===== config.mk =====
export PLATFORM = sky130hd
export DESIGN_NAME = rect_fill_master
export DESIGN_NICKNAME = d
export VERILOG_FILES = /design/src/rtl/rect_fill_master.sv
export SDC_FILE = /design/constraint.sdc
export NUM_CORES = 1
export LEC_CHECK = 0
export BUFFER_PORTS_ARGS = -buffer_cell sky130_fd_sc_hd__buf_4
export CORE_AREA = 2 2 87 89
export CTS_BUF_LIST = sky130_fd_sc_hd__clkbuf_2
export DETAILED_ROUTE_END_ITERATION = 16
export DIE_AREA = 0 0 89 91
export SYNTH_ARGS = -nofsm -noshare
export SYNTH_HDL_FRONTEND = slang
export SYNTH_SLANG_ARGS = --single-unit

===== constraint.sdc =====
create_clock -name CLK -period 2 [get_ports CLK]
set_clock_uncertainty 0.1 [all_clocks]
set_input_delay 0.2 -clock CLK [delete_from_list [all_inputs] [get_ports CLK]]
set_output_delay 0.2 -clock CLK [all_outputs]
set_load 0.02 [all_outputs]

===== src/rtl/rect_fill_master.sv =====
// rect_fill_master: bus master that fills an axis-aligned rectangle of the frame
// buffer with a single PIXEL value. The rectangle is sent row by row over an
// 8-bit register bus:
//   B3 <- colour (optional), B1 <- row, then per pixel B0 <- column, B2 <- pixel.
//
// Optional feature: define RECT_FILL_COLOUR_EN to issue one B3 write of COLOUR
// at the start of every accepted, non-rejected fill.
//
// Parameters
//   X_MAX  last valid frame-buffer column
//   Y_MAX  last valid frame-buffer row
// Ports
//   CLK           clock, rising edge
//   Reset         asynchronous active-high reset
//   START         fill request, sampled only in the idle state
//   X0, X1        inclusive column bounds (X1 clamped to X_MAX)
//   Y0, Y1        inclusive row bounds (Y1 clamped to Y_MAX), sent unmodified
//   PIXEL         value written to every pixel
//   COLOUR        colour byte for B3 (unused unless RECT_FILL_COLOUR_EN)
//   GRANT         bus grant; a write is only issued while high
//   BUS_ADDR      bus address, 8'hFF when no write
//   BUS_DATA_OUT  write data, 8'h00 when no write
//   BUS_DATA_OE   drive enable for the top-level tristate
//   BUS_WE        high in write cycles
//   BUSY          operation in progress
//   DONE          one-cycle completion pulse
//   ERR           qualifies DONE: rectangle rejected, nothing written
module rect_fill_master #(
  parameter int unsigned X_MAX = 159,
  parameter int unsigned Y_MAX = 119
) (
  input  logic       CLK,
  input  logic       Reset,
  input  logic       START,
  input  logic [7:0] X0,
  input  logic [7:0] X1,
  input  logic [6:0] Y0,
  input  logic [6:0] Y1,
  input  logic       PIXEL,
  input  logic [7:0] COLOUR,
  input  logic       GRANT,
  output logic [7:0] BUS_ADDR,
  output logic [7:0] BUS_DATA_OUT,
  output logic       BUS_DATA_OE,
  output logic       BUS_WE,
  output logic       BUSY,
  output logic       DONE,
  output logic       ERR
);

  localparam logic [7:0] XMaxC = 8'(X_MAX);
  localparam logic [6:0] YMaxC = 7'(Y_MAX);

  localparam logic [7:0] AddrCol    = 8'hB0;
  localparam logic [7:0] AddrRow    = 8'hB1;
  localparam logic [7:0] AddrPix    = 8'hB2;
  localparam logic [7:0] AddrColour = 8'hB3;

  typedef enum logic [2:0] {
    StIdle   = 3'd0,
`ifdef RECT_FILL_COLOUR_EN
    StColour = 3'd1,
`endif
    StWrY    = 3'd2,
    StWrX    = 3'd3,
    StWrPix  = 3'd4,
    StFin    = 3'd5
  } state_e;

`ifdef RECT_FILL_COLOUR_EN
  localparam state_e StFirst = StColour;
`else
  localparam state_e StFirst = StWrY;
`endif

  state_e     state_q, state_d;
  logic [7:0] x0_q, x0_d;
  logic [7:0] x1_q, x1_d;
  logic [6:0] y1_q, y1_d;
  logic [7:0] col_q, col_d;
  logic [6:0] row_q, row_d;
  logic       pixel_q, pixel_d;
  logic       err_q, err_d;

  logic [7:0] x1_clamped;
  logic [6:0] y1_clamped;
  logic       bad_rect;

`ifdef RECT_FILL_COLOUR_EN
  logic [7:0] colour_q, colour_d;
`else
  logic unused_colour;
  assign unused_colour = ^COLOUR;
`endif

  assign x1_clamped = (X1 > XMaxC) ? XMaxC : X1;
  assign y1_clamped = (Y1 > YMaxC) ? YMaxC : Y1;

  // row_q still holds Y0 in the first busy state, so this tests the latched
  // bounds. After a valid start row_q never passes y1_q, so it stays low.
  assign bad_rect = (x0_q > x1_q) || (row_q > y1_q);

  always_ff @(posedge CLK or posedge Reset) begin
    if (Reset) begin
      state_q  <= StIdle;
      x0_q     <= '0;
      x1_q     <= '0;
      y1_q     <= '0;
      col_q    <= '0;
      row_q    <= '0;
      pixel_q  <= 1'b0;
      err_q    <= 1'b0;
`ifdef RECT_FILL_COLOUR_EN
      colour_q <= '0;
`endif
    end else begin
      state_q  <= state_d;
      x0_q     <= x0_d;
      x1_q     <= x1_d;
      y1_q     <= y1_d;
      col_q    <= col_d;
      row_q    <= row_d;
      pixel_q  <= pixel_d;
      err_q    <= err_d;
`ifdef RECT_FILL_COLOUR_EN
      colour_q <= colour_d;
`endif
    end
  end

  always_comb begin
    state_d      = state_q;
    x0_d         = x0_q;
    x1_d         = x1_q;
    y1_d         = y1_q;
    col_d        = col_q;
    row_d        = row_q;
    pixel_d      = pixel_q;
    err_d        = err_q;
`ifdef RECT_FILL_COLOUR_EN
    colour_d     = colour_q;
`endif
    BUS_ADDR     = 8'hFF;
    BUS_DATA_OUT = 8'h00;
    BUS_DATA_OE  = 1'b0;
    BUS_WE       = 1'b0;
    BUSY         = 1'b0;
    DONE         = 1'b0;
    ERR          = 1'b0;

    unique case (state_q)
      StIdle: begin
        if (START) begin
          x0_d     = X0;
          x1_d     = x1_clamped;
          y1_d     = y1_clamped;
          col_d    = X0;
          row_d    = Y0;
          pixel_d  = PIXEL;
          err_d    = 1'b0;
`ifdef RECT_FILL_COLOUR_EN
          colour_d = COLOUR;
`endif
          state_d  = StFirst;
        end
      end

`ifdef RECT_FILL_COLOUR_EN
      StColour: begin
        BUSY = 1'b1;
        if (bad_rect) begin
          err_d   = 1'b1;
          state_d = StFin;
        end else if (GRANT) begin
          BUS_ADDR     = AddrColour;
          BUS_DATA_OUT = colour_q;
          BUS_DATA_OE  = 1'b1;
          BUS_WE       = 1'b1;
          state_d      = StWrY;
        end
      end
`endif

      StWrY: begin
        BUSY = 1'b1;
        if (bad_rect) begin
          // Rejected rectangle: nothing is written.
          err_d   = 1'b1;
          state_d = StFin;
        end else if (GRANT) begin
          BUS_ADDR     = AddrRow;
          BUS_DATA_OUT = {1'b0, row_q};
          BUS_DATA_OE  = 1'b1;
          BUS_WE       = 1'b1;
          state_d      = StWrX;
        end
      end

      StWrX: begin
        BUSY = 1'b1;
        if (GRANT) begin
          BUS_ADDR     = AddrCol;
          BUS_DATA_OUT = col_q;
          BUS_DATA_OE  = 1'b1;
          BUS_WE       = 1'b1;
          state_d      = StWrPix;
        end
      end

      StWrPix: begin
        BUSY = 1'b1;
        if (GRANT) begin
          BUS_ADDR     = AddrPix;
          BUS_DATA_OUT = {7'b0, pixel_q};
          BUS_DATA_OE  = 1'b1;
          BUS_WE       = 1'b1;
          // Compare before incrementing so bounds at X_MAX/Y_MAX never wrap.
          if (col_q == x1_q) begin
            if (row_q == y1_q) begin
              state_d = StFin;
            end else begin
              row_d   = row_q + 7'd1;
              col_d   = x0_q;
              state_d = StWrY;
            end
          end else begin
            col_d   = col_q + 8'd1;
            state_d = StWrX;
          end
        end
      end

      StFin: begin
        DONE    = 1'b1;
        ERR     = err_q;
        state_d = StIdle;
      end

      default: state_d = StIdle;
    endcase
  end

endmodule


Word-level counts from Yosys, hierarchy flattened. Cells that the tools add are included.

Muxes and demuxes: 39. $lt $le $gt $ge: 4. Add/subtract/negate cells: 2. Equality and inequality tests: 14. Reduce and logical (&&, ||, !) cells: 11.

Operators with widths (number): 7-bit two-way mux (11); 8-bit two-way mux (6); 8-bit one-hot mux with 3 select lines (1); 3-bit two-way mux (7); 7-bit one-hot mux with 3 select lines (1); 8-bit one-hot mux with 2 select lines (1); 7-bit one-hot mux with 2 select lines (1); 2-bit inequality test, second input constant (6); 3-bit one-hot mux with 4 select lines (1); 8-bit by 1-bit adder with 8-bit output, second input constant (1); 8-bit == test (1); 8-bit > comparator (1); 8-bit > comparator, second input constant (1); 1-bit two-way mux (8); 4-bit AND reduction (2); 7-bit by 1-bit adder with 7-bit output, second input constant (1); 7-bit == test (1); 7-bit > comparator (1); 7-bit > comparator, second input constant (1); 3-bit by 2-bit == test with 1-bit output, second input constant (2); 3-bit == test, second input constant (2); 3-bit inequality test, second input constant (2); 5-bit AND reduction (1); 1-bit one-hot mux with 2 select lines (2); 7 further kinds (8).

Register bits after elaboration: 43. Output and inout port bits: 21. Bits of input ports: 43. Logic and storage cells: 78.

Longest topological paths before layout.
Depth after elaboration: 5. Gate-level depth with buffers: 9. Mapped depth without buffers: 8.

Worst setup path after synthesis. No wires, ideal clock.

Kind: register -> output. Start point: reg row_q[1]. End point: out BUS_DATA_OUT[1]. Required time: 1.700 ns. Stages on the path, launching flop included: 9. Data arrival time: 2.080 ns. Slack: -0.380 ns. Path through: dfrtp_1 ha_1 nor2b_1 o21ai_1 a21oi_1 a2111oi_0 o22a_1 buf_2 a32o_1.

Cells in the longest elaborated chain, start to end: 4. Elaborated cells between the ends (all ways): 5. Those cells by class: 1 x order compare; 3 x mux; 1 x reduce/logical.

RTL lines: start, declared (line 81) `logic [6:0] row_q, row_d;`; start signal, assigned (line 122) `row_q <= row_d;`; 7-bit > comparator (line 101) `assign bad_rect = (x0_q > x1_q) || (row_q > y1_q);`; 1-bit logical OR (line 101); 7-bit two-way mux * (line 186) `if (bad_rect) begin`; 8-bit one-hot mux with 3 select lines * (line 151) `unique case (state_q)`; end, declared (line 43) `output logic [7:0] BUS_DATA_OUT,`.

Every way passes the cells marked *; elsewhere a longest branch is shown, timed or not.

Final worst setup path.
Start point: reg x1_q[1]. End point: out BUS_DATA_OUT[5].

Cells in the longest elaborated chain, start to end: 4.

RTL lines: start, declared (line 78) `logic [7:0] x1_q, x1_d;`; start signal, assigned (line 107) `x1_q <= '0;`; start signal, assigned (line 119) `x1_q <= x1_d;`; 8-bit > comparator (line 101); 1-bit logical OR (line 101); 7-bit two-way mux (line 186); 8-bit one-hot mux with 3 select lines (line 151).

Every way passes these cells.

==> load_flow_metrics.sql <==
INSERT INTO impl_metrics (metric_group, metric, value, unit) VALUES
('outcome', 'status', 'finished with violations', ''),
('outcome', 'violated_checks', 'setup timing', ''),
('cts', 'clock_latency', '420', 'ps'),
('route', 'route.detailed.vias_per_inst', '5.03', ''),
('floorplan', 'core_area', '7140', 'um^2'),
('route', 'routed-via-count', '2916', ''),
('timing', 'timing.final.ws_setup', '-770', 'ps'),
('route', 'antenna_violating_nets_post_route', '0', ''),
('pwr', 'ir_worst_vdd', '754', 'uV'),
('synthesis', 'ys_seq_area_share', '38.8', '%'),
('synthesis', 'synth.avg_cell_area', '8.52', 'um^2'),
('floorplan', 'die_width', '89', 'um'),
('synthesis', 'yosysWarnings', '0', ''),
('setup_path', 'critPathMostFrequentCell', 'sky130_fd_sc_hd__buf_4', ''),
('global_route', 'pin_count_of_the_biggest_net_entering_global_routing', '44', ''),
('cts', 'clkSinkCount', '43', ''),
('timing', 'final-max-slew-violation-count', '0', ''),
('pwr', 'power_leakage', '2.15', 'nW'),
('route', 'drc', '0', ''),
('finish', 'layout.cells.non_filler', '580', ''),
('synthesis', 'synth_commonest_cells', 'sky130_fd_sc_hd__nand2_1 (65), sky130_fd_sc_hd__dfrtp_1 (43), sky130_fd_sc_hd__nor2_1 (23)', ''),
('timing', 'maxClockFrequency', '361', 'MHz'),
('cts', 'clock_path_buffers', '2', ''),
('setup_path', 'cpMaxStageDelayCell', 'sky130_fd_sc_hd__dfrtp_1', ''),
('timing', 'worstMarginPinSlew', '559', 'ps'),
('pwr', 'pwr_density_cell', '1530', 'nW/um^2'),
('setup_path', 'largest_fanout_on_the_critical_path', '3', ''),
('route', 'dr.first_iter.drc_count', '107', ''),
('place', 'placement.io_buffers', '52', ''),
('synthesis', 'ys_types', '47', ''),
('global_route', 'antenna_found_initial', '0', ''),
('synthesis', 'most_common_cell_in_the_synthesized_netlist', 'sky130_fd_sc_hd__nand2_1', ''),
('floorplan', 'initial_core_util', '38.9', '%'),
('place', 'gp_congestion', '0.795', ''),
('finish', 'multi_input_area', '1800', 'um^2'),
('synthesis', 'asyncSetResetFlopFracSynth', '100', '%'),
('cts', 'clkSlewWorstSetupHoldPaths', '220', 'ps'),
('setup_path', 'critical_path.cell_chain', 'inv_2 -> ha_4 -> nor2b_4 -> o211ai_1 -> a21oi_1 -> a2111oi_2 -> buf_4 -> o22a_4 -> buf_4 -> a32o_2 -> buf_6', ''),
('setup_path', 'endpoint_kind', 'output port', ''),
('synthesis', 'post-synth-top-area-cell', 'sky130_fd_sc_hd__dfrtp_1', ''),
('cts', 'cts_inserted_buffers', '5', ''),
('route', 'detail_route.first_pass.iterations', '4', ''),
('synthesis', 'yosysTopAreaCellShare', '38.8', '%'),
('synthesis', 'postSynthRegisterBits', '43', ''),
('timing', 'setup-tns-final', '-12680', 'ps'),
('setup_path', 'critPathMaxStageDelay', '440', 'ps'),
('route', 'routed_wirelength', '9010', 'um'),
('global_route', 'grt_util_all_layers', '22.3', '%'),
('timing', 'report.final.setup_viol', '32', ''),
('finish', 'antenna_cells_inserted', '0', ''),
('global_route', 'grt_pass1_wl', '14000', 'um'),
('pwr', 'sw_frac_of_total', '43.8', '%'),
('timing', 'slew_margin_rel', '62.8', '%'),
('floorplan', 'num_io_pins', '64', ''),
('pwr', 'comb_power_share', '71.8', '%'),
('global_route', 'first_global_vias', '2925', ''),
('timing', 'layout_worst_path_cycle_share', '138', '%'),
('synthesis', 'synth-edff-count', '0', ''),
('worst_hold_path', 'worst_hold_path.num_cells', '3', ''),
('synthesis', 'yosys-top-cells-area', 'sky130_fd_sc_hd__dfrtp_1 (39%), sky130_fd_sc_hd__nand2_1 (8.8%), sky130_fd_sc_hd__ha_1 (7.7%)', ''),
('pwr', 'switchingPower', '0.00303', 'W'),
('cts', 'clock-root-buffer', 'sky130_fd_sc_hd__clkbuf_2', ''),
('synthesis', 'synth_top_flop_cell', 'sky130_fd_sc_hd__dfrtp_1', ''),
('cts', 'cts_tree', 'done', ''),
('floorplan', 'design.die.area', '8100', 'um^2'),
('route', 'wl_per_cell', '15.5', 'um'),
('synthesis', 'post_synth_inst_count', '326', ''),
('global_route', 'grt_overflow', '0', ''),
('timing', 'grt_setup_unrepaired', 'yes', ''),
('setup_path', 'worstSetupPathType', 'reg2out', ''),
('cts', 'h-tree-depth', '2', '');
[worst paths after layout]
| kind | startpoint | slack [ps] | to |
|---|---|---|---|
| hold / removal | Y0[4] | 20 | row_q[4]$_DFFE_PP0P_ |
| hold reg to reg | err_q$_DFFE_PP0P_ | 420 | err_q$_DFFE_PP0P_ |
| max in group asynchronous | Reset | 1060 | state_q[0]$_DFFE_PP0P_ |
| setup reg to reg | x1_q[1]$_DFFE_PP0P_ | -220 | row_q[5]$_DFFE_PP0P_ |
| min in group asynchronous | Reset | 340 | x1_q[0]$_DFFE_PP0P_ |
| setup / recovery | x1_q[1]$_DFFE_PP0P_ | -770 | BUS_DATA_OUT[5] |
[through the flow]
step	area, um^2	total power (W)	utilization, %
after CTS	4230	0.00627	59.3
final	4530	0.00691	63.4
after global placement	3770	0.00543	52.8
after global routing	4530	0.00739	63.4
after floorplan	2830	0.00382	-
after detailed placement	3770	0.00553	52.8
[power groups by stage]
stage          sequential (W)  clock (W)  combinational (W)
2_1_floorplan         0.00158          0            0.00224
3_3_place_gp          0.00153          0            0.00390
3_5_place_dp          0.00156          0            0.00397
4_1_cts               0.00155   0.000386            0.00433
5_1_grt               0.00163   0.000417            0.00534
6_report              0.00157   0.000375            0.00496
[placed cells by master (no fill, tap or decap), types with 11 or more instances in the layout]
| cell | netlist | layout |
|---|---|---|
| sky130_fd_sc_hd__buf_6 | 1 | 19 |
| sky130_fd_sc_hd__nor2_1 | 23 | 14 |
| sky130_fd_sc_hd__nand2_1 | 65 | 63 |
| sky130_fd_sc_hd__dfrtp_1 | 43 | 41 |
| sky130_fd_sc_hd__a21oi_1 | 20 | 11 |
| sky130_fd_sc_hd__ha_1 | 17 | 14 |
| sky130_fd_sc_hd__dlygate4sd3_1 | 0 | 29 |
| sky130_fd_sc_hd__buf_4 | 7 | 116 |
| sky130_fd_sc_hd__o21ai_0 | 12 | 12 |
| sky130_fd_sc_hd__nand3_1 | 14 | 12 |
| sky130_fd_sc_hd__inv_1 | 20 | 19 |
[state kept, by name, indices dropped and copies added (netlist names)]
register,flops
state_q,3
pixel_q,1
row_q,7
col_q,8
x1_q,8
x0_q,8
y1_q,7
err_q,1
[critical path, delay by kind of cell (launching register included)]
kind | cells | cell delay [ps]
compound gates | 5 | 780
flops | 1 | 440
buf+inv | 4 | 520
fa+ha+maj | 1 | 200
simple gates | 1 | 120
[what timing repair did]
| action | CTS | global route |
|---|---|---|
| resized for setup | 23 | 48 |
| setup endpoints to repair | 34 | 35 |
| buffers inserted | 6 | 9 |
| hold endpoints to repair | 77 | 1 |
| cloned | 1 | 1 |
| pin swaps | 6 | 9 |
| hold buffers | 28 | 1 |
[logic make-up (layout without fill, tap and decap cells)]
kind of cell / after synthesis / after routing / synth area share, %
other: 1 / 3 / 0.135
muxes: 2 / 2 / 0.766
xor gates and xnor gates: 14 / 14 / 4.42
DFF: 43 / 43 / 38.8
and+or+nand+nor: 129 / 130 / 22.2
adders and majority gates: 17 / 17 / 7.66
buffers and inverters: 42 / 194 / 7.07
AOI/OAI and AO/OA: 78 / 78 / 19.0
[area by class of cell]
| type | count | area share [%] |
|---|---|---|
| Timing Repair Buffer | 166 | 31.3 |
| Sequential cell | 43 | 23.8 |
| Inverter | 20 | 1.66 |
| Tap cell | 99 | 2.74 |
| Clock inverter | 2 | 0.166 |
| Clock buffer | 6 | 0.663 |
| Multi-Input combinational cell | 244 | 39.7 |
[metal layers]
metal,track usage (%),share of wire (%)
met1,28.3,42
met2,39.6,52
met3,3.55,3.7
met4,4.85,2.0
met5,0,0
(Power assumes the default switching activity.)
